**src/rtl/capture_buffer_pkg.sv**
```systemverilog
// capture_buffer_pkg: shared FSM state encoding and address-width helper
package capture_buffer_pkg;

    typedef enum logic [1:0] {
        IDLE    = 2'd0,
        CAPTURE = 2'd1,
        FULL    = 2'd2
    } state_t;

    // One extra bit over the index width so a count can hold LENGTH itself.
    function automatic int aw_of(input int length);
        return $clog2(length) + 1;
    endfunction

endpackage

```
**src/rtl/capture_ram.sv**
```systemverilog
// capture_ram: single write port, single registered read port storage
//   clk     in  clock
//   we      in  write enable
//   wa      in  write address
//   wd      in  write data
//   ra      in  read address
//   rd_data out read data, one clock after ra
module capture_ram #(
    parameter int DEPTH  = 16,
    parameter int DATA_W = 8,
    parameter int ADDR_W = $clog2(DEPTH)
) (
    input  logic              clk,
    input  logic              we,
    input  logic [ADDR_W-1:0] wa,
    input  logic [DATA_W-1:0] wd,
    input  logic [ADDR_W-1:0] ra,
    output logic [DATA_W-1:0] rd_data
);

    logic [DATA_W-1:0] mem [DEPTH];
    logic [DATA_W-1:0] rd_data_q;

    // Read samples the array before this edge's write lands: old data wins.
    always_ff @(posedge clk) begin
        if (we) mem[wa] <= wd;
        rd_data_q <= mem[ra];
    end

    assign rd_data = rd_data_q;

endmodule

```
**src/rtl/capture_buffer.sv**
```systemverilog
// capture_buffer: one-shot sample capture into a LENGTH-entry buffer
//   clk      in  clock
//   rst      in  asynchronous active-low reset
//   start    in  arm a new capture (IDLE or FULL only)
//   in_valid in  producer sample valid
//   in_data  in  producer sample
//   in_ready out buffer accepts a sample (CAPTURE)
//   rd_addr  in  read address
//   rd_data  out registered read data, 0 for out-of-range addresses
//   wr_count out samples stored in the current capture
//   busy     out high in CAPTURE
//   done     out high in FULL
module capture_buffer
    import capture_buffer_pkg::*;
#(
    parameter int LENGTH = 16,
    parameter int DATA_W = 8,
    localparam int AW    = aw_of(LENGTH)
) (
    input  logic              clk,
    input  logic              rst,
    input  logic              start,
    input  logic              in_valid,
    input  logic [DATA_W-1:0] in_data,
    output logic              in_ready,
    input  logic [AW-1:0]     rd_addr,
    output logic [DATA_W-1:0] rd_data,
    output logic [AW-1:0]     wr_count,
    output logic              busy,
    output logic              done
);

    state_t            state_q, state_d;
    logic [AW-1:0]     wr_count_q, wr_count_d;
    logic              in_range_q, in_range_d;
    logic              we;
    logic [DATA_W-1:0] ram_rd;

    always_ff @(posedge clk or negedge rst) begin
        if (!rst) begin
            state_q    <= IDLE;
            wr_count_q <= '0;
            in_range_q <= 1'b0;
        end else begin
            state_q    <= state_d;
            wr_count_q <= wr_count_d;
            in_range_q <= in_range_d;
        end
    end

    always_comb begin
        state_d    = state_q;
        wr_count_d = wr_count_q;
        unique case (state_q)
            IDLE, FULL: begin
                if (start) begin
                    state_d    = CAPTURE;
                    wr_count_d = '0;
                end
            end
            CAPTURE: begin
                if (in_valid) begin
                    wr_count_d = wr_count_q + 1'b1;
                    if (wr_count_q == AW'(LENGTH - 1)) state_d = FULL;
                end
            end
            default: begin
                state_d    = IDLE;
                wr_count_d = '0;
            end
        endcase
    end

    assign in_ready   = (state_q == CAPTURE);
    assign busy       = (state_q == CAPTURE);
    assign done       = (state_q == FULL);
    assign wr_count   = wr_count_q;
    assign we         = in_ready && in_valid;
    assign in_range_d = (rd_addr < AW'(LENGTH));

    capture_ram #(
        .DEPTH (LENGTH),
        .DATA_W(DATA_W),
        .ADDR_W(AW - 1)
    ) u_ram (
        .clk    (clk),
        .we     (we),
        .wa     (wr_count_q[AW-2:0]),
        .wd     (in_data),
        .ra     (rd_addr[AW-2:0]),
        .rd_data(ram_rd)
    );

    // The range flag travels with the read so the mask lines up with its data;
    // clearing it in reset also forces rd_data to 0 without touching the RAM.
    assign rd_data = in_range_q ? ram_rd : '0;

endmodule

```
**config.mk**
```make
export PLATFORM = sky130hd
export DESIGN_NAME = capture_buffer
export DESIGN_NICKNAME = d
export VERILOG_FILES = /design/src/rtl/capture_buffer_pkg.sv /design/src/rtl/capture_ram.sv /design/src/rtl/capture_buffer.sv
export SDC_FILE = /design/constraint.sdc
export NUM_CORES = 1
export LEC_CHECK = 0
export CAP_MARGIN = 20
export CORE_ASPECT_RATIO = 0.6
export CORE_MARGIN = 4
export CORE_UTILIZATION = 61
export CTS_BUF_LIST = sky130_fd_sc_hd__clkbuf_4
export CTS_CLUSTER_SIZE = 28
export DETAILED_ROUTE_END_ITERATION = 8
export GPL_TIMING_DRIVEN = 1
export PLACE_DENSITY_LB_ADDON = 0.1
export RECOVER_POWER = 25
export REMOVE_ABC_BUFFERS = 1
export SYNTH_ARGS = -nofsm -noshare
export SYNTH_HDL_FRONTEND = slang
export SYNTH_SLANG_ARGS = --single-unit
```
**constraint.sdc**
```tcl
create_clock -name clk -period 2.18 [get_ports clk]
set_input_delay 0.545 -clock clk [delete_from_list [all_inputs] [get_ports clk]]
set_output_delay 0.545 -clock clk [all_outputs]
set_load 0.05 [all_outputs]
```
# ---- Word level (Yosys, flattened, before mapping)
# Memories as Yosys holds them, arrays and structs flattened. A register that Yosys moved wholly into a read port is not among the register bits.
# Cells that the tools add are included.
dict set report classes {
  n_addsub 1
  n_lt_le_gt_ge 1
  eq_ne 6
  n_mux 10
  n_reduce_logical 5
}
# op n
set op_table {}
lappend op_table {{two-way mux 5 bit} 2}
lappend op_table {{one-hot mux 5 bit (2 select lines)} 1}
lappend op_table {{two-way mux 8 bit} 1}
lappend op_table {{two-way mux 2 bit} 3}
lappend op_table {{adder 5 x 1 -> 5 bit (second input constant)} 1}
lappend op_table {{equality test 5 x 4 -> 1 bit (second input constant)} 1}
lappend op_table {{< comparator 5 bit (second input constant)} 1}
lappend op_table {{inequality test 2 bit (second input constant)} 2}
lappend op_table {{one-hot mux 2 bit (2 select lines)} 1}
lappend op_table {{AND reduction 3 bit} 1}
lappend op_table {{equality test 2 x 1 -> 1 bit (second input constant)} 1}
lappend op_table {{equality test 2 bit (second input constant)} 1}
lappend op_table {{logical NOT 2 bit} 1}
lappend op_table {{two-way mux 1 bit} 2}
lappend op_table {{inequality test 2 x 1 -> 1 bit (second input constant)} 1}
lappend op_table {{AND reduction 2 bit} 1}
lappend op_table {{OR reduction 2 bit} 1}
lappend op_table {{logical AND 1 bit} 1}
dict set report totals {
  reg_bits 8
  ramBits 128
  in_bits 17
  output_inout_bits 16
  elab_cells 27
  memories 1
}
# memory words width rd rd_clocked_by_memory_dff wr line
set mem_list {}
lappend mem_list {u_ram.mem 16 8 1 1 1 capture_ram.sv:21} ;# logic [DATA_W-1:0] mem [DEPTH];

# ---- Logic depth before layout (Yosys ltp)
# Gate-level depths: netlist of run 1.
dict set report depth {
  depth_word 4
  mapped_depth 6
  mapped_depth_nobuf 6
}

# ---- Modules after synthesis
# Synthesis of run 1 repeated with hierarchy kept, for this count alone.
dict set report hier_totals {
  cells_unflattened 278
  hier_area_um2 5629.1
}
# mod instances cells_each area_each_um2 seq_area_each_um2
set modules_own_cells {}
lappend modules_own_cells {capture_ram 1 229 5147.4 4003.8}
lappend modules_own_cells {capture_buffer 1 49 481.7 200.2}

# ---- Worst setup path before layout of run 1
# OpenSTA, ideal clock, no wires.
dict set report synth_path {
  kind {reg2reg}
  from {register wr_count_q[0], in the netlist wr_count[0]}
  to {memory u_ram.mem[3][0], enable pin}
  setup_ns 0.383
  t_arrival_ns 1.667
  t_required_ns 1.797
  slack_ns 0.130
  path_stages_with_launch 4
  path_buffers 0
  period_less_slack_ns 2.050
  cell_sequence {dfrtp_1 ha_1 nand2_1 nor3_1}
}
# element line
set synth_lines {}
lappend synth_lines {{start, declared} capture_buffer.sv:34} ;# logic [AW-1:0] wr_count_q, wr_count_d;
lappend synth_lines {{start signal, assigned} capture_buffer.sv:46} ;# wr_count_q <= wr_count_d;
lappend synth_lines {{end, declared} capture_ram.sv:21}
# No word-level cell before the write port.

# ---- Worst setup path after layout of run 1
dict set report layout_path {
  from {register wr_count_q[1], in the netlist wr_count[1]}
  to {output port wr_count[1]}
}
# element line
set layout_lines {}
lappend layout_lines {{end, declared} capture_buffer.sv:28} ;# output logic [AW-1:0] wr_count,
# No word-level cell between the ends.

==> results.md, run 1 <==
- Crit-path slowest cell: dlygate4sd2_1
- Critical Path AT: about 1.5 ns
- # rows: 26
- Clock latency on the worst-skew pair: between 0.5 and 0.6 ns
- Slowest cell delay on critical path: between 0.5 and 0.6 ns
- Crit path kind: flip-flop to output pin
- Initial detailed-routing violation count: between 200 and 300
- Worst-path maximum fanout: 6
- Clock share of power: 29.9%
- Comb pwr share: between 15 and 20%
- YS warnings: 0
- Top cells by area, synth: edfxtp_1 (68%), mux4_2 (7.2%), mux4_1 (6.5%)
- Post-Route WL: about 10,000 microns
- Leakage: 2.28 nW
- Clock Path Buffers: 2
- Seq pwr share: 54.8%
- Core Region: between 8000 and 9000 sq um
- Commonest non-fill, non-tap cell in the layout: edfxtp_1
- Slew HR: 49.6%
- Share of cells above drive strength 1: about 25%
- TritonCTS buffer count: 17
- Fin nets: between 300 and 400
- IO Count: 33
- Sw Share: a little over a quarter
- Die Width: 132 microns
- Critical path buffers and inverters: 1
- Post-layout instance area: around 6500 sq um
- Clock transition at path regs: 0.11 ns
- CP required: 1.63 ns
- Hold Crit Class: primary input to asynchronous set/reset pin
- Final worst-path cycle share: a little over nine tenths
- P&R area growth vs syn: 14.9%
- Crit-path leading delay family: buffers and inverters
- Least-Margin Pin Slew: 0.753 ns
- Mapped Area: roughly 5600 sq um
- N_diodes: 0
- FMAX: about 480 MHz
- Avg WL per Cell: around 22 microns
- Routability cong.: between 0.8 and 0.9
- Post-DP Area: 6140 sq um
- Top-area cell type share of the netlist area: around two thirds
- Total track usage: 21.2%
- Tmin final: roughly 2.1 ns
- Status: complete, no violations
- Element type at the critical path end: output pin
- First-pass GRT wire length: about 16,000 microns
- Pint: around 4.5 mW
- Mean Syn Cell Area: ~20 sq um
- Peak supply drop: between 0.0008 and 0.0009 V
- Finish-stage setup viols: 0
- Die area: ~11,000 sq um
- Commonest non-fill, non-tap cells in the layout: edfxtp_1 (128), buf_4 (33), clkbuf_4 (20)
- P_sw: approximately 1.6 mW
- Final std cells w/o fill: roughly 470
- # placed instances: approximately 430
- DR vias: ~2,800
- Worst Skew: 0.0177 ns
- HPWL Detailed: approximately 7000 microns
- Hold Fails Final Rpt: 0
- Die Height: between 80 and 90 microns
- Max Slew Vio Count: 0
- Number of global-route vias before repair: ~2,800
- Power Density: about 950 nW/um^2
- Final worst setup slack: ~0.092 ns
- Initial core utilization: 64.2%
- DRC viols: 0
- TritonCTS clock tree: yes
- Max Cap Violations: 0
- Fraction of the yosys area taken by sequential cells: roughly three quarters
- Area leader, netlist: edfxtp_1
- Largest net degree at the start of global routing: 28
- Routed Antenna Nets: 0
- Root Driver: clkbuf_4
- Via density: approximately 6
- Grt ovf: 0
- Sink Count: 144
- #FFs+latches synth: approximately 140
- Cells along the critical path: dlygate4sd2_1
- H-tree levels: 4
- Placement Setup Slack: between 0.01 and 0.015 ns
- Synthesized instance count: 282
- Unrepaired setup endpoints after global routing: false
- Unique cell type count in the Yosys netlist: 31
- First-pass DRT Iterations: 4
- Crit start category: flip-flop
- Port Buffer Count: 32
- Initial antenna violation count: 0
-- per-stage QoR --
step	total power [mW]	setup TNS, ns	hold slack, ns	utilization (%)
3_3_place_gp	4.38	-0.00670	0.530	70.2
6_report	6.17	0	0.372	73.8
5_1_grt	6.44	0	0.356	73.8
2_1_floorplan	3.99	0	0.249	-
4_1_cts	6.21	0	0.290	73.8
3_5_place_dp	4.40	0	0.520	70.2
-- state kept, by name, indices dropped and copies added (netlist names) --
register and cells:
wr_count 5, state_q 2, in_range_q 1, u_ram.mem 128, u_ram.rd_data 8
-- cell families after synthesis --
| logic type | after synthesis | synth area share (%) |
|---|---|---|
| flops | 144 | 74.8 |
| simple gates | 53 | 4.50 |
| fa+ha+maj | 5 | 1.11 |
| compound gates | 24 | 3.07 |
| buf+inv | 22 | 2.40 |
| mux | 34 | 14.1 |
-- Yosys cell counts --
master           count
a21oi_1              2
nand4_1              1
mux4_2              18
a22oi_1             16
mux4_1              14
buf_6                3
clkbuf_1             3
nor2b_1              2
mux2_2               1
dfxtp_1              8
or3_1                1
and3_1               1
and3b_1              1
nor3_1               4
dfrtp_1              8
edfxtp_1           128
o22ai_1              1
and2_1               9
ha_1                 5
clkdlybuf4s25_2      3
o21ai_0              2
buf_2                3
mux2i_1              1
nor2_1              14
and2b_1              1
o2bb2ai_1            1
nand2b_1             2
inv_1                8
a22o_1               2
nand2_1             17
buf_4                2
-- worst paths after layout --
check | from | end | slack, ns | depth (start not counted)
setup / recovery | wr_count[1] | wr_count[1] | 0.09 | 1
hold / removal | rst | wr_count[3] | 0.37 | 1
setup reg to reg | state_q[0] | u_ram.mem[3][6] | 0.60 | 4
hold reg to reg | wr_count[4] | wr_count[4] | 0.54 | 1
max in group asynchronous | rst | wr_count[1] | 1.55 | 1
min in group clk | wr_count[4] | wr_count[4] | 0.54 | 1
-- power groups by stage --
| stage | clock network (mW) | logic (mW) | registers, mW |
|---|---|---|---|
| after floorplan | 0 | 0.456 | 3.53 |
| after global placement | 0 | 0.947 | 3.43 |
| after detailed placement | 0 | 0.963 | 3.44 |
| after CTS | 1.88 | 0.954 | 3.38 |
| after global routing | 2.02 | 1.02 | 3.41 |
| final | 1.84 | 0.943 | 3.38 |
-- cell type report --
cell class | count | area [sq um]
flip-flops and latches | 144 | 4200
fillers | 518 | 2290
multi-input cells | 116 | 1280
repair buffers | 54 | 480
clock inverters | 12 | 170
clock buffers | 20 | 150
well taps | 112 | 140
inverters | 8 | 30.0
-- what timing repair did --
| item | in CTS | in global routing |
|---|---|---|
| endpoints found under the setup margin | 2 | 0 |
| buffers inserted | 0 | 0 |
| resized for setup | 2 | 0 |
| hold buffers | 0 | 0 |
-- worst reg2reg max path: stages (launching register included) --
cell and delay (ns):
dfrtp_1 0.45, and3b_1 0.28, nand2_1 0.16, nor3_1 0.17
buf_4 0.22
-- per-layer routing --
layer	wire, microns	global-route usage, %	vias to the layer above
li1	-	-	1259
met1	4540	31.5	1445
met2	4680	31.4	134
met3	1110	5.21	11
met4	115	7.23	0
met5	0	0	-
No activity file was read; power rests on OpenSTA's default activity.
==> run 2: changes to the inputs <==
--- a/config.mk
+++ b/config.mk
@@ -8,7 +8,7 @@
 export CAP_MARGIN = 20
 export CORE_ASPECT_RATIO = 0.6
 export CORE_MARGIN = 4
-export CORE_UTILIZATION = 61
+export CORE_UTILIZATION = 55
 export CTS_BUF_LIST = sky130_fd_sc_hd__clkbuf_4
 export CTS_CLUSTER_SIZE = 28
 export DETAILED_ROUTE_END_ITERATION = 8
==> constraint.sdc (replaced) <==
create_clock -name clk -period 1.9 [get_ports clk]
set_input_delay 0.475 -clock clk [delete_from_list [all_inputs] [get_ports clk]]
set_output_delay 0.475 -clock clk [all_outputs]
set_load 0.05 [all_outputs]
==> results.md, run 2 (synthesis results as in run 1) <==
- Status: complete, no violations
- Share of cells above drive strength 1: between 20% and 30%
- Worst r2r path cells: 4
- Total track usage: approximately a fifth
- Slowest cell delay on critical path: 0.51 ns
- IO Count: 33
- Initial core utilization: 56.7%
- Root Driver: clkbuf_4
- Worst hold slack: 0.275 ns
- Max Slew Vio Count: 0
- TritonCTS buffer count: 17
- Initial detailed-routing violation count: 268
- Crit start category: flip-flop
- N_diodes: 0
- Commonest non-fill, non-tap cells in the layout: edfxtp_1 (128), buf_4 (26), mux4_2 (18)
- Hold buffer count at cts: 0
- # rows: 28
- Element type at the critical path end: output pin
- Unrepaired setup endpoints after global routing: true
- Worst Skew: around 0.023 ns
- Peak supply drop: 0.000852 V
- Clock Path Buffers: 2
- Largest register FFs: 128
- Placement Setup Slack: -0.190 ns
- GR Layer Usage met2: between 20% and 30%
- Initial antenna violation count: 0
- Via density: approximately 5.8
- Final worst-path cycle share: between 90% and 100%
- Multi-input combinational cell area: 1320 sq um
- TritonCTS clock tree: yes
- Leakage: 2.39 nW
- Clock transition at path regs: roughly 0.11 ns
- Avg WL per Cell: around 22 microns
- Met3 usage: under 10%
- Critical Path AT: 1.40 ns
- Die Width: between 100 and 150 microns
- Stages on worst setup path: 2
- CP required: ~1.4 ns
- DR vias: 2,867
- First-pass GRT wire length: 17,300 microns
- DRC viols: 0
- Max Cap Violations: 0
- Final worst setup slack: 0.0238 ns
- Number of global-route vias before repair: between 2,000 and 3,000
- Hold Crit Class: primary input to asynchronous set/reset pin
- Biggest register: u_ram.mem
- HPWL Detailed: 7320 microns
- Routed Antenna Nets: 0
- Cells along the critical path: and2_4 > buf_12
- Die Height: ~86 microns
- Crit-path slowest cell: dfrtp_2
- Routability cong.: 0.794
- Power Density: around 1100 nW/um^2
- Core Region: slightly below 10,000 sq um
- Post-Route WL: around 11,000 microns
- Fillers: 667
- Met1 Usage GRT: between 30% and 40%
- Critical path buffers and inverters: 1
- Die area: 12,000 sq um
- Largest net degree at the start of global routing: 30
- Fin Setup TNS: 0 ns
- Worst-path maximum fanout: 8
- Grt ovf: 0
- Top Usage Layer GRT: met1
- Crit path kind: flip-flop to output pin
- Port Buffer Count: 32
- FMAX: 533 MHz
- First-pass DRT Iterations: 4
- Hold Fails Final Rpt: 0
- Slew HR: 46.9%
- Finish-stage setup viols: 0
- FF+latch area: roughly 4200 sq um
- Crit-path leading delay family: flip-flops
- Sink Count: between 100 and 150
- Clock latency on the worst-skew pair: between 0.5 and 0.6 ns
- Fin nets: roughly 370
- P&R area growth vs syn: 21.0%
- Commonest non-fill, non-tap cell in the layout: edfxtp_1
- Tmin final: roughly 1.9 ns
- Least-Margin Pin Slew: 0.796 ns
- H-tree levels: 4
-- run 2: area by class of cell --
type                    count  share of cell area [%]
flip-flops and latches    144                    61.9
multi-input cells         116                    19.4
repair buffers             63                    10.4
clock inverters            15                    3.51
well taps                 135                    2.48
clock buffers              17                    1.88
inverters                   8                   0.515
-- run 2: through the flow --
step                instance area (sq um)  utilization [%]  cells  power (mW)
floorplan                            5520                -    268        4.57
global placement                     6400             64.5    465        5.18
detailed placement                   6400             64.5    465        5.20
CTS                                  6790             68.4    498        7.57
global route                         6800             68.6    498        7.87
finish                               6800             68.6    498        7.55
-- run 2: power breakdown --
group	leakage, nW	internal [mW]	total (mW)	switching [mW]
registers	1.32	3.75	3.91	0.161
clock network	0.187	1.30	2.38	1.07
logic	0.886	0.544	1.26	0.717
total	2.39	5.59	7.55	1.95
-- run 2: worst paths after layout --
check                             from               to  slack [ns]
setup / recovery            in_range_q       rd_data[1]        0.02
hold / removal                     rst      wr_count[0]        0.27
setup reg to reg            state_q[0]  u_ram.mem[2][4]        0.29
hold reg to reg            wr_count[4]      wr_count[4]        0.54
max in group asynchronous          rst       state_q[0]        1.32
min in group clk            rd_addr[4]       in_range_q        0.54
-- run 2: routing by layer --
layer / share of wire (%) / wire length [microns]
met4: 1.1 / 119
met1: 48 / 5370
met5: 0 / 0
met3: 6.3 / 704
met2: 45 / 5000
-- run 2: timing repair --
item                                    in CTS  in global routing
gates resized for setup                      5                 13
gates cloned                                 0                  0
setup buffers                                1                  0
endpoints found under the setup margin      11                 13
pin swaps                                    0                  6
==> run 3: changes to the inputs <==
--- a/config.mk
+++ b/config.mk
@@ -5,10 +5,11 @@
 export SDC_FILE = /design/constraint.sdc
 export NUM_CORES = 1
 export LEC_CHECK = 0
+export ABC_AREA = 1
 export CAP_MARGIN = 20
 export CORE_ASPECT_RATIO = 0.6
 export CORE_MARGIN = 4
-export CORE_UTILIZATION = 55
+export CORE_UTILIZATION = 62
 export CTS_BUF_LIST = sky130_fd_sc_hd__clkbuf_4
 export CTS_CLUSTER_SIZE = 28
 export DETAILED_ROUTE_END_ITERATION = 8
==> constraint.sdc (replaced) <==
create_clock -name clk -period 1.8 [get_ports clk]
set_input_delay 0.45 -clock clk [delete_from_list [all_inputs] [get_ports clk]]
set_output_delay 0.45 -clock clk [all_outputs]
set_load 0.05 [all_outputs]
==> results.md, run 3 <==
- P&R area growth vs syn: 18.6%
- Element type at the critical path end: output pin
- Share of cells above drive strength 1: 16.6%
- First-pass DRT Iterations: 6
- Fin nets: ~710
- Root Driver: clkbuf_4
- FF+latch area: between 4000 and 5000 sq um
- Main synth FF type: edfxtp_1
- HPWL Detailed: slightly above 10,000 microns
- Final std cells w/o fill: ~830
- Crit path kind: flip-flop to output pin
- Die area: 11,900 sq um
- Leakage: approximately 3.3 nW
- Commonest non-fill, non-tap cells in the layout: nand2_1 (177), edfxtp_1 (128), inv_1 (108)
- Number of synthesized flops with an enable pin: 128
- First-pass GRT wire length: around 23,000 microns
- # rows: 28
- Critical path buffers and inverters: 3
- Commonest non-fill, non-tap cell in the layout: nand2_1
- Synthesized instance count: between 600 and 700
- Crit-path leading delay family: flip-flops
- Hold buffer count at cts: 0
- Core Util, Final: around three quarters
- N_diodes: 0
- Clock Path Buffers: 2
- Top cells by area, synth: edfxtp_1 (61%), nand2_1 (11%), nand3_1 (7.9%)
- Tmin final: between 1.5 and 2 ns
- Power Density: 1100 nW/um^2
- Least-Margin Pin Slew: 0.989 ns
- Reg2reg start: state_q[0]
- Reg-to-reg slack, setup: 0.14 ns
- Mapped Area: roughly 6300 sq um
- Crit-path slowest cell: dfrtp_1
- Post-Route WL: about 15,000 microns
- Area leader, netlist: edfxtp_1
- H-tree levels: 4
- DR vias: between 4,000 and 5,000
- Multi-input combinational cell area: around 1500 sq um
- Worst r2r path cells: 9
- Initial core utilization: between 60% and 70%
- Fraction of the yosys area taken by sequential cells: around two thirds
- Via density: 5.42
- Port Buffer Count: 32
- Final worst setup slack: -0.0501 ns
- Placement Setup Slack: -0.106 ns
- Die Width: around 140 microns
- Critical Path AT: roughly 1.4 ns
- Avg WL per Cell: 18.0 microns
- TritonCTS clock tree: yes
- Slew HR: about a third
- Initial detailed-routing violation count: between 600 and 700
- Grt ovf: 0
- Failing checks: negative setup slack
- DRC viols: 0
- Hold Fails Final Rpt: 0
- Largest register FFs: ~130
- Fin Setup TNS: -0.275 ns
- Sink Count: about 140
- Worst-path maximum fanout: 4
- Biggest register: u_ram.mem
- Total track usage: a little over a quarter
- Power, Total: around 8.2 mW
- Unrepaired setup endpoints after global routing: true
- Routability cong.: just over 0.9
- Initial antenna violation count: 0
- Post-DP Area: between 7000 and 8000 sq um
- YS warnings: 0
- Worst hold slack: roughly 0.26 ns
- Peak supply drop: ~0.00074 V
- Largest net degree at the start of global routing: between 60 and 70
- Final worst-path cycle share: 103%
- Most common cell in the netlist: nand2_1
- #FFs+latches synth: 144
- Max Slew Vio Count: 0
- Worst Skew: between 0.015 and 0.02 ns
- Core Region: between 9000 and 10,000 sq um
- Die Height: approximately 86 microns
- CP required: approximately 1.4 ns
- Fillers: a little under 700
- Hold Crit Class: primary input to asynchronous set/reset pin
- RR Endpoint: u_ram.mem[10][1]
- Slowest cell delay on critical path: roughly 0.38 ns
- Synth top cells by count: nand2_1 (185), edfxtp_1 (128), inv_1 (116)
- Clock transition at path regs: around 0.12 ns
- Unique cell type count in the Yosys netlist: 24
- Status: complete, but fails checks
- Mean Syn Cell Area: a little over 10 sq um
- IO Count: 33
- Post-layout instance area: around 7500 sq um
- Cells along the critical path: inv_2 > nor2_4 > buf_8 > buf_12
- Crit start category: flip-flop
- Top-area cell type share of the netlist area: about three fifths
- Clock latency on the worst-skew pair: 0.55 ns
- Routed Antenna Nets: 0
- Post-synth ARST share: 5.56%
- FMAX: between 500 and 600 MHz
- # placed instances: roughly 800
- Stages on worst setup path: 4
- Finish-stage setup viols: 11
- Number of global-route vias before repair: 4,286
- TritonCTS buffer count: 17
- Max Cap Violations: 0
-- run 3: worst max path at each step --
stage,slack (ns),endpoint,startpoint
5_1_grt,-0.12,in_ready,state_q[0]
2_1_floorplan,-0.39,u_ram.mem[15][0],state_q[0]
6_report,-0.05,in_ready,state_q[0]
3_3_place_gp,-0.03,u_ram.mem[12][6],in_valid
4_1_cts,-0.05,in_ready,state_q[0]
3_5_place_dp,-0.11,u_ram.mem[10][3],in_valid
-- run 3: cell families (layout without fill, tap and decap cells) --
family	after synthesis	after routing	synth area share, %
adders and majority gates	5	5	0.995
DFF	144	144	66.8
AOI/OAI and AO/OA	8	8	0.776
and+or+nand+nor	311	311	21.3
buffers and inverters	146	229	10.1
-- run 3: where the power goes --
group / internal (mW) / switching, mW
logic: 0.688 / 1.20
registers: 4.00 / 0.174
clock network: 0.975 / 1.15
-- run 3: layout make-up --
| type | instances | area share, % |
|---|---|---|
| clock buffer | 18 | 1.81 |
| clock inverter | 14 | 2.25 |
| inverter | 120 | 6.11 |
| multi-input combinational | 324 | 19.8 |
| sequential | 144 | 56.4 |
| tap | 135 | 2.26 |
| timing repair buffer | 77 | 11.3 |
-- run 3: what timing repair did --
action,CTS,global route
setup endpoints to repair,11,12
pin swaps,3,2
gates resized for setup,19,3
setup buffers,4,1
-- run 3: layer usage --
metal | vias up | GRT usage [%] | wire, microns
li1 | 2114 | - | -
met1 | 2120 | 38.0 | 6410
met2 | 239 | 40.4 | 6640
met3 | 37 | 8.36 | 1670
met4 | 0 | 7.71 | 263
met5 | - | 0 | 0
